`config.mk`:
```
export PLATFORM = sky130hd
export DESIGN_NAME = imem_boot_loader_flat
export DESIGN_NICKNAME = d
export VERILOG_FILES = /design/src/rtl/imem_boot_loader_pkg.sv /design/src/rtl/imem_boot_loader_if.sv /design/src/rtl/imem_boot_loader_byte_word_packer.sv /design/src/rtl/imem_boot_loader.sv /design/src/flat_wrapper.sv
export SDC_FILE = /design/constraint.sdc
export NUM_CORES = 1
export LEC_CHECK = 0
export CORE_UTILIZATION = 55
export CTS_CLUSTER_SIZE = 12
export DETAILED_ROUTE_END_ITERATION = 10
export PLACE_DENSITY = 0.79
export SLEW_MARGIN = 20
export SYNTH_ARGS = -nofsm -noshare
export SYNTH_HDL_FRONTEND = slang
export SYNTH_SLANG_ARGS = --single-unit
```
`constraint.sdc`:
```
create_clock -name clk -period 3.3 [get_ports clk]
set_input_delay 0.495 -clock clk [delete_from_list [all_inputs] [get_ports clk]]
set_output_delay 0.495 -clock clk [all_outputs]
set_load 0.02 [all_outputs]
```
`src/rtl/imem_boot_loader_pkg.sv`:
```
// Purpose : shared types and frame constants for the instruction-memory boot loader.
// Latency : n/a (package only).
// Backpressure: n/a.
package imem_boot_loader_pkg;

  // Loader FSM states, in frame order.
  typedef enum logic [2:0] {
    ST_LEN0,
    ST_LEN1,
    ST_DATA,
    ST_CHECK,
    ST_DONE,
    ST_ERROR
  } state_e;

  localparam int LEN_BYTES      = 2;              // word-count field, little-endian
  localparam int LEN_W          = 8 * LEN_BYTES;  // length register / compare width
  localparam int BYTES_PER_WORD = 4;
  localparam int LANE_W         = $clog2(BYTES_PER_WORD);
  localparam int CSUM_W         = 8;              // XOR of payload bytes

endpackage

```
`src/rtl/imem_boot_loader_if.sv`:
```
// Purpose : byte-stream input and instruction-memory write port of the boot loader.
// Latency : n/a (signal bundle).
// Backpressure: in_ready qualifies in_valid; the write port has no backpressure.
// Ports   : in_valid/in_data/in_ready (host byte stream),
//           imem_we/imem_addr/imem_wdata (one-cycle word write strobe).
interface imem_boot_loader_if #(
  parameter int ADDR_W = 6
);
  logic              in_valid;
  logic [7:0]        in_data;
  logic              in_ready;
  logic              imem_we;
  logic [ADDR_W-1:0] imem_addr;
  logic [31:0]       imem_wdata;

  // Host / memory side: drives the byte stream, observes the write port.
  modport master (
    output in_valid, in_data,
    input  in_ready, imem_we, imem_addr, imem_wdata
  );

  // Loader side.
  modport slave (
    input  in_valid, in_data,
    output in_ready, imem_we, imem_addr, imem_wdata
  );
endinterface

```
`src/rtl/imem_boot_loader_byte_word_packer.sv`:
```
// Purpose : packs accepted bytes little-endian into 32-bit words.
// Latency : word_vld_o pulses one cycle after the 4th byte of a word is accepted.
// Backpressure: none; a byte is taken whenever byte_vld_i is high.
// Ports   : clk/reset, clear_i (drop partial word), byte_vld_i/byte_dat_i (input bytes),
//           last_lane_o (next byte completes a word), word_vld_o/word_dat_o (output word).
module imem_boot_loader_byte_word_packer
  import imem_boot_loader_pkg::*;
(
  input  logic        clk,
  input  logic        reset,
  input  logic        clear_i,
  input  logic        byte_vld_i,
  input  logic [7:0]  byte_dat_i,
  output logic        last_lane_o,
  output logic        word_vld_o,
  output logic [31:0] word_dat_o
);

  localparam int ASM_W = 8 * (BYTES_PER_WORD - 1);

  logic [LANE_W-1:0] lane_q, lane_d;
  logic [ASM_W-1:0]  asm_q, asm_d;       // lower bytes of the word in progress
  logic              word_vld_q, word_vld_d;
  logic [31:0]       word_dat_q, word_dat_d;

  assign last_lane_o = (lane_q == LANE_W'(BYTES_PER_WORD - 1));

  always_comb begin
    lane_d     = lane_q;
    asm_d      = asm_q;
    word_vld_d = 1'b0;
    word_dat_d = word_dat_q;  // hold last word so the write data stays stable
    if (clear_i) begin
      lane_d = '0;
      asm_d  = '0;
    end else if (byte_vld_i) begin
      if (last_lane_o) begin
        // Top byte comes straight from the input; no need to store it first.
        word_vld_d = 1'b1;
        word_dat_d = {byte_dat_i, asm_q};
        lane_d     = '0;
      end else begin
        asm_d[{lane_q, 3'b000} +: 8] = byte_dat_i;
        lane_d = lane_q + 1'b1;
      end
    end
  end

  always_ff @(posedge clk) begin
    if (reset) begin
      lane_q     <= '0;
      asm_q      <= '0;
      word_vld_q <= 1'b0;
      word_dat_q <= '0;
    end else begin
      lane_q     <= lane_d;
      asm_q      <= asm_d;
      word_vld_q <= word_vld_d;
      word_dat_q <= word_dat_d;
    end
  end

  assign word_vld_o = word_vld_q;
  assign word_dat_o = word_dat_q;

endmodule

```
`src/rtl/imem_boot_loader.sv`:
```
// Purpose : loads a framed program image (LEN, payload, XOR checksum) into instruction memory,
//           holding the core in reset until a verified image is written.
// Latency : word write one cycle after its 4th byte; load_done/load_error one cycle after checksum.
// Backpressure: in_ready high in LEN0/LEN1/DATA/CHECK (low during reset, DONE and ERROR).
// Ports   : clk, reset (sync, active-high); bus (slave: byte stream + imem write port);
//           reload (restart from DONE/ERROR); cpu_reset, load_done, load_error (status).
module imem_boot_loader
  import imem_boot_loader_pkg::*;
#(
  parameter int MEM_DEPTH = 64,
  parameter int ADDR_W    = 6
) (
  input  logic                clk,
  input  logic                reset,
  imem_boot_loader_if.slave   bus,
  input  logic                reload,
  output logic                cpu_reset,
  output logic                load_done,
  output logic                load_error
);

  state_e             state_q, state_d;
  logic [LEN_W-1:0]   len_q, len_d;
  logic [CSUM_W-1:0]  csum_q, csum_d;
  logic [ADDR_W:0]    wcnt_q, wcnt_d;    // one extra bit so MEM_DEPTH is representable

  logic               accept;
  logic               rdy_state;
  logic [LEN_W-1:0]   full_len;
  logic               last_word;
  logic               pack_vld;
  logic               pack_clr;
  logic               last_lane;
  logic               word_vld;
  logic [31:0]        word_dat;

  assign rdy_state    = (state_q == ST_LEN0) || (state_q == ST_LEN1) ||
                        (state_q == ST_DATA) || (state_q == ST_CHECK);
  // Gate with reset so nothing is taken while reset is held.
  assign bus.in_ready = rdy_state && !reset;
  assign accept       = bus.in_valid && bus.in_ready;

  assign full_len  = {bus.in_data, len_q[7:0]};
  // While the 4th byte of word k is arriving, the write of word k-1 has already
  // bumped the counter, so wcnt_q == k here.
  assign last_word = ((LEN_W'(wcnt_q) + LEN_W'(1)) == len_q);

  always_comb begin
    state_d  = state_q;
    len_d    = len_q;
    csum_d   = csum_q;
    wcnt_d   = wcnt_q;
    pack_vld = 1'b0;
    pack_clr = 1'b0;

    if (word_vld) wcnt_d = wcnt_q + 1'b1;

    case (state_q)
      ST_LEN0: begin
        if (accept) begin
          len_d[7:0] = bus.in_data;
          state_d    = ST_LEN1;
        end
      end
      ST_LEN1: begin
        if (accept) begin
          len_d = full_len;
          if (full_len == '0)                      state_d = ST_CHECK;
          else if (full_len > LEN_W'(MEM_DEPTH))   state_d = ST_ERROR;
          else                                     state_d = ST_DATA;
        end
      end
      ST_DATA: begin
        if (accept) begin
          pack_vld = 1'b1;
          csum_d   = csum_q ^ bus.in_data;
          if (last_lane && last_word) state_d = ST_CHECK;
        end
      end
      ST_CHECK: begin
        if (accept) state_d = (bus.in_data == csum_q) ? ST_DONE : ST_ERROR;
      end
      ST_DONE, ST_ERROR: begin
        if (reload) begin
          state_d  = ST_LEN0;
          len_d    = '0;
          csum_d   = '0;
          wcnt_d   = '0;
          pack_clr = 1'b1;
        end
      end
      default: state_d = ST_LEN0;
    endcase
  end

  always_ff @(posedge clk) begin
    if (reset) begin
      state_q <= ST_LEN0;
      len_q   <= '0;
      csum_q  <= '0;
      wcnt_q  <= '0;
    end else begin
      state_q <= state_d;
      len_q   <= len_d;
      csum_q  <= csum_d;
      wcnt_q  <= wcnt_d;
    end
  end

  imem_boot_loader_byte_word_packer u_packer (
    .clk         (clk),
    .reset       (reset),
    .clear_i     (pack_clr),
    .byte_vld_i  (pack_vld),
    .byte_dat_i  (bus.in_data),
    .last_lane_o (last_lane),
    .word_vld_o  (word_vld),
    .word_dat_o  (word_dat)
  );

  assign bus.imem_we    = word_vld;
  assign bus.imem_addr  = wcnt_q[ADDR_W-1:0];
  assign bus.imem_wdata = word_dat;

  // Status decodes straight from the state register, so they change on state entry.
  assign cpu_reset  = (state_q != ST_DONE);
  assign load_done  = (state_q == ST_DONE);
  assign load_error = (state_q == ST_ERROR);

endmodule

```
`src/flat_wrapper.sv`:
```
// flat-port wrapper written by rule: the top's interface ports become plain ports
module imem_boot_loader_flat import imem_boot_loader_pkg::*;
#(
  parameter int MEM_DEPTH = 64,
  parameter int ADDR_W    = 6
)
  (clk, reset, reload, cpu_reset, load_done, load_error, bus_in_valid, bus_in_data, bus_in_ready, bus_imem_we, bus_imem_addr, bus_imem_wdata);
  imem_boot_loader_if #(.ADDR_W(ADDR_W)) bus_i ();
  input  logic clk;
  input  logic reset;
  input  logic reload;
  output logic cpu_reset;
  output logic load_done;
  output logic load_error;
  input wire logic [$bits(bus_i.in_valid)-1:0] bus_in_valid;
  input wire logic [$bits(bus_i.in_data)-1:0] bus_in_data;
  output wire logic [$bits(bus_i.in_ready)-1:0] bus_in_ready;
  output wire logic [$bits(bus_i.imem_we)-1:0] bus_imem_we;
  output wire logic [$bits(bus_i.imem_addr)-1:0] bus_imem_addr;
  output wire logic [$bits(bus_i.imem_wdata)-1:0] bus_imem_wdata;
  assign bus_i.in_valid = bus_in_valid;
  assign bus_i.in_data = bus_in_data;
  assign bus_in_ready = bus_i.in_ready;
  assign bus_imem_we = bus_i.imem_we;
  assign bus_imem_addr = bus_i.imem_addr;
  assign bus_imem_wdata = bus_i.imem_wdata;
  imem_boot_loader #(.MEM_DEPTH(MEM_DEPTH), .ADDR_W(ADDR_W)) u_core (.clk(clk), .reset(reset), .bus(bus_i), .reload(reload), .cpu_reset(cpu_reset), .load_done(load_done), .load_error(load_error));
endmodule
```
==> results of run 1 <==
## through the flow
step | worst slack [ns] | power [mW] | hold slack [ns] | util, % | instance area, sq um
final | 0.754 | 2.12 | 0.439 | 69.0 | 4790
after global routing | 0.674 | 2.19 | 0.441 | 69.0 | 4790
after CTS | 0.743 | 2.12 | 0.426 | 69.0 | 4790
after detailed placement | 0.771 | 1.34 | 0.446 | 65.9 | 4580
after global placement | 0.848 | 1.33 | 0.441 | 65.9 | 4580
after floorplan | 1.46 | 1.29 | 0.432 | - | 4060
## layer usage
layer	part of all wire, %	global-route usage, %	vias to the layer above
met2	47	39.3	91
met3	4.9	3.77	8
met1	48	35.6	1674
li1	-	-	1738
met5	0	0	-
met4	1.0	9.39	0
## worst reg2reg max path, stage by stage, from the launching register on
cell	delay (ns)
dfxtp_1	0.49
ha_1	0.31
xnor2_1	0.17
nand4_1	0.12
nor4_1	0.23
a31oi_1	0.14
nor4_2	0.41
mux2i_1	0.26
## cells in the final DEF (no fill, tap or decap), drive strengths merged, types with 9 or more instances in the layout
cell,netlist,routed
mux2i,20,20
nor3b,11,11
o21ai,10,10
clkdlybuf4s50,0,53
and2,11,11
nand3,30,30
inv,6,10
xnor2,12,12
nand2,105,105
a21oi,72,72
nor2,42,42
clkbuf,23,9
xor2,10,10
dfxtp,93,93
## state kept, by name, summed over array words and instances, names as in the netlist
register and count:
u_core.state_q 3, u_core.u_packer.word_vld_o 1, u_core.csum_q 8, u_core.u_packer.asm_q 24, u_core.len_q 16, u_core.u_packer.word_dat_o 32
u_core.u_packer.lane_q 2, u_core.wcnt_q 7
## Yosys cell counts, types with 2 or more instances
master,number,share of area [%]
nand2b_1,3,0.46
or3_1,3,0.46
buf_4,7,1.3
xnor2_1,12,2.6
nor3b_1,11,2.0
nor4_1,6,0.92
nand2_1,104,9.6
a21oi_1,70,8.6
and3_1,2,0.31
o21ai_0,10,1.2
clkbuf_1,23,2.1
dfxtp_1,93,46
ha_1,6,1.8
nand4_1,5,0.77
buf_2,7,0.86
inv_1,6,0.55
buf_1,2,0.18
nand3_1,30,3.7
and2_1,11,1.7
xor2_1,10,2.2
nor3_1,4,0.49
nor2_1,42,3.9
mux2i_1,20,4.9
## power breakdown
group | internal [mW] | switching (mW)
sequential | 1.14 | 0.0170
combinational | 0.0645 | 0.0962
clock | 0.368 | 0.434
## cells by family (layout without fill, tap and decap cells)
logic type	count (synthesis)	after routing	synth area share [%]
buf+inv	45	82	5.02
xor+xnor	22	22	4.75
simple gates	228	228	25.9
mux	20	20	4.93
flops	93	93	45.9
fa+ha+maj	6	6	1.85
compound gates	88	88	11.7
## how the worst max path moves through the flow
| stage | startpoint | end | slack, ns | depth (start not counted) |
|---|---|---|---|---|
| after floorplan | reset | u_core.len_q[10] | 1.46 | 7 |
| after global placement | bus_in_valid | u_core.u_packer.asm_q[21] | 0.85 | 8 |
| after detailed placement | bus_in_data[6] | u_core.state_q[0] | 0.77 | 7 |
| after CTS | u_core.state_q[1] | cpu_reset | 0.74 | 3 |
| after global routing | u_core.state_q[1] | cpu_reset | 0.67 | 3 |
| final | u_core.state_q[1] | cpu_reset | 0.75 | 3 |
## layout make-up
class                           count  area share [%]
Multi-Input combinational cell    364            41.6
Timing Repair Buffer               60            12.1
Clock buffer                        9            2.59
Clock inverter                      7            1.80
Inverter                            6           0.470
Sequential cell                    93            38.9
Tap cell                           96            2.51
==> impl_metrics.ini, run 1 <==
[run_status]
status = complete, no violations

[final_layout]
final_cells = 635
final_net_count = 552
regArea_sq_um = 1860
multi_input_area_sq_um = 1990
syn_to_final_growth_pct = 18.0
n_fill_cell = 566
n_antenna_cell = 0
layout-drive-gt1-share_pct = 5.38

[sta]
post-route-min-period_ns = 2.55
clock_skew_ns = 0.00845
fin_tns_setup_ns = 0
finalMaxSlewViolations = 0
rsz0062_at_grt = false
hold_viol_final = 0
worstMarginPinSlew_ns = 0.932
slew_headroom_pct = 37.7
final-setup-viol-count = 0
period_share_pct = 77.2
fmax_mhz = 393

[routing]
dr.pass1.iters = 5
ant_nets = 0
vias_per_cell = 5.53
first_iter_violations = 228
wl_per_cell_um = 14.5
num_vias = 3511
routed_wl_mm = 9.22
drc = 0

[floorplanning]
core_area_sq_um = 6940
die-area_sq_um = 7730
die_w_um = 87.9
dieHeight_um = 87.9
num_rows = 30
start_util_pct = 58.5
ios = 55

[global_routing]
antenna_found_initial = 0
track_usage_pct = 25.3
grt_overflow = 0
grt_pass1_vias = 3146
grt_max_degree = 53
grt_first_pass_wirelength_mm = 15.1

[pwr]
powerDensity_nw_per_um2 = 442
power_leakage_nw = 1.61
vdd_drop_max_v = 0.000274

[synthesis]
synth_fp_nets = 520
yosysUniqueCellTypes = 38
synth-seq-area-share_pct = 45.9
ys_ff_latch = 93
ys.warnings.count = 0
async_flop_share_pct = 0
synth_area_sq_um = 4060
synthFlopType = dfxtp_1
avgSynthCellArea_sq_um = 8.09
synthCells = 502
synth_edf_count = 0

[worst_setup_path]
path_class = reg2out
crit_chain = nand2b_1 > nand2b_1 > clkdlybuf4s50_1
critPathCaptureType = output pin
regToRegStartpoint = u_core.wcnt_q[0]
cpPeakStageDelay_ns = 0.60
crit_buf_inv = 1
worstPathArrival_ns = 2.05
worstPathMaxFanout = 10
cp_top_family = buffers and inverters
reg2regPathDepth = 7
cp.required_ns = 2.80
r2r_slack_ns = 1.11
worst_path_most_repeated_cell = nand2b_1
setup.worst_path.start_class = flip-flop
slowest_stage = clkdlybuf4s50_1
rr_endpoint = u_core.state_q[2]

[clocking]
cts_setup_buffers = 0
clock_latency_ns = 0.36
hold_buffers = 0
clockBufferDepth = 2
cts.sinks = 93
cts_root_buf = clkbuf_8
numCtsBuffers = 9
cts_resized = 0
worst_setup_hold_path_clk_slew_ns = 0.10
cts_tree = yes
h-tree-depth = 3

[flow_run]
drv_cap = 0

[place]
dp_hpwl_mm = 6.22
routabilityCongestion = 0.837
dp_cells = 619
portBuffers = 54

[min_path]
hold_depth = 2
hp-class = in2reg
hold_end = u_core.len_q[1]
hp-start = reset
(Power assumes the default switching activity.)
==> inputs of run 2 (changes only) <==
--- a/config.mk
+++ b/config.mk
@@ -5,10 +5,10 @@
 export SDC_FILE = /design/constraint.sdc
 export NUM_CORES = 1
 export LEC_CHECK = 0
-export CORE_UTILIZATION = 55
+export CORE_UTILIZATION = 54
 export CTS_CLUSTER_SIZE = 12
 export DETAILED_ROUTE_END_ITERATION = 10
-export PLACE_DENSITY = 0.79
+export PLACE_DENSITY = 0.78
 export SLEW_MARGIN = 20
 export SYNTH_ARGS = -nofsm -noshare
 export SYNTH_HDL_FRONTEND = slang
==> constraint.sdc (replaced) <==
create_clock -name clk -period 2.55 [get_ports clk]
set_input_delay 0.3825 -clock clk [delete_from_list [all_inputs] [get_ports clk]]
set_output_delay 0.3825 -clock clk [all_outputs]
set_load 0.02 [all_outputs]
==> run 2 against run 1 <==
Against the previous run: setup slack lost 0.50 ns; power is 31% higher; sequential share of layout area down 0.74 points; via count up 1.9%; non-clock buffer count up 12; routed wire length up 1.0%; largest cell class unchanged; largest power group unchanged.
==> impl_metrics.ini, run 2 (synthesis results as in run 1) <==
[run_status]
status = complete, no violations

[routing]
vias_per_cell = 5.51
drc = 0
ant_nets = 0
wl_per_cell_um = 14.3
dr.pass1.iters = 5
first_iter_violations = 249
num_vias = 3579
routed_wl_mm = 9.31

[sta]
post-route-min-period_ns = 2.29
fin_tns_setup_ns = 0
clock_skew_ns = 0.0120
fin_ws_ns = 0.256
rsz0062_at_grt = false
hold_viol_final = 0
holdWs_ns = 0.391
finalMaxSlewViolations = 0
fmax_mhz = 436
worstMarginPinSlew_ns = 0.630
period_share_pct = 90.0
final-setup-viol-count = 0
slew_headroom_pct = 58.0

[pwr]
power_frac_comb_pct = 7.7
p_sw_mw = 0.729
power_frac_seq_pct = 54.0
finalPower_mw = 2.77
p_int_mw = 2.04
clockPowerShare_pct = 38.3
powerDensity_nw_per_um2 = 566
switching_share_pct = 26.3
power_leakage_nw = 1.68
vdd_drop_max_v = 0.000374

[place]
dpl_worst_slack_ns = 0.208
portBuffers = 54
postPlaceCellArea_sq_um = 4670
dp_cells = 634
routabilityCongestion = 0.882
dp_hpwl_mm = 6.51

[clocking]
clock_latency_ns = 0.38
numCtsBuffers = 9
cts_setup_buffers = 0
clockBufferDepth = 2
cts_resized = 0
worst_setup_hold_path_clk_slew_ns = 0.10
cts_tree = yes
cts.sinks = 93
h-tree-depth = 3
hold_buffers = 0
cts_root_buf = clkbuf_8

[floorplanning]
die_w_um = 88.7
num_rows = 31
start_util_pct = 56.0
die-area_sq_um = 7870
dieHeight_um = 88.7
core_area_sq_um = 7250
ios = 55

[worst_setup_path]
cpPeakStageDelay_ns = 0.59
path_class = reg2out
worstPathArrival_ns = 1.91
slowest_stage = clkdlybuf4s50_1
worst_path_most_repeated_cell = nand2b_1
critPathCaptureType = output pin
worstPathMaxFanout = 11
cp.required_ns = 2.17
crit_chain = nand2b_1 > nand2b_1 > inv_1 > clkdlybuf4s50_1
setup.worst_path.start_class = flip-flop

[global_routing]
use_met2_pct = 39.4
grt_use_met3_pct = 6.16
grt_first_pass_wirelength_mm = 15.1
grt_busiest_layer = met2
track_usage_pct = 25.3
grt_max_degree = 34
met1_usage_pct = 34.3
antenna_found_initial = 0
grt_overflow = 0
grt_pass1_vias = 3260

[final_layout]
n_antenna_cell = 0
final_util_pct = 67.4
final_common_cell = nand2_1
layout_common_cells = nand2_1 (104), dfxtp_1 (92), a21oi_1 (70), clkdlybuf4s50_1 (53), nor2_1 (42)
layout-drive-gt1-share_pct = 7.62
n_fill_cell = 608
final_net_count = 564
fin_area_sq_um = 4890
syn_to_final_growth_pct = 20.3
largest_reg_flops = 32
final_cells = 650

[min_path]
hp-class = in2reg

[flow_run]
drv_cap = 0
## run 2: changes by cell type in the layout (fill, tap and decap cells not counted), sizes merged
| cell | delta |
|---|---|
| clkinvlp | -1 |
| inv | +1 |
| buf | +12 |
## run 2: worst paths after layout
| path | from | to | slack [ns] | cells past startpoint |
|---|---|---|---|---|
| hold reg to reg | u_core.u_packer.asm_q[12] | u_core.u_packer.word_dat_o[12] | 0.45 | 2 |
| hold / removal | reset | u_core.len_q[12] | 0.39 | 2 |
| setup / recovery | u_core.state_q[2] | load_done | 0.26 | 4 |
| setup reg to reg | u_core.wcnt_q[1] | u_core.state_q[2] | 0.51 | 7 |
## run 2: final cells by class
| type | instances | area, sq um | area share, % |
|---|---|---|---|
| multi-input combinational | 364 | 1990 | 40.8 |
| sequential | 93 | 1860 | 38.1 |
| timing repair buffer | 72 | 671 | 13.7 |
| clock buffer | 9 | 124 | 2.54 |
| tap | 99 | 124 | 2.54 |
| clock inverter | 7 | 87.6 | 1.79 |
| inverter | 6 | 22.5 | 0.461 |
## run 2: power groups by stage
stage | Clock (mW) | Sequential, mW | Combinational [mW]
after floorplan | 0 | 1.52 | 0.147
after global routing | 1.13 | 1.50 | 0.232
after global placement | 0 | 1.52 | 0.207
after detailed placement | 0 | 1.53 | 0.210
final | 1.06 | 1.49 | 0.214
after CTS | 1.08 | 1.49 | 0.212
## run 2: per-layer routing
| metal | share of wire [%] | vias up |
|---|---|---|
| li1 | - | 1767 |
| met1 | 46 | 1691 |
| met2 | 47 | 104 |
| met3 | 5.8 | 17 |
| met4 | 1.6 | 0 |
| met5 | 0 | - |
## run 2: critical path, delay by kind of cell (launching register included)
kind	cells	cell delay, ns
buffers and inverters	2	0.64
flip-flops	1	0.45
AND/OR/NAND/NOR	2	0.44
==> inputs of run 3 (changes only) <==
--- a/config.mk
+++ b/config.mk
@@ -6,10 +6,13 @@
 export NUM_CORES = 1
 export LEC_CHECK = 0
 export CORE_UTILIZATION = 54
+export CTS_CLUSTER_DIAMETER = 150
 export CTS_CLUSTER_SIZE = 12
 export DETAILED_ROUTE_END_ITERATION = 10
+export HOLD_SLACK_MARGIN = 0.02
 export PLACE_DENSITY = 0.78
 export SLEW_MARGIN = 20
 export SYNTH_ARGS = -nofsm -noshare
 export SYNTH_HDL_FRONTEND = slang
 export SYNTH_SLANG_ARGS = --single-unit
+export TNS_END_PERCENT = 10
==> results of run 3 <==
No change in the layout: final DEF, timing and power equal those of run 2.
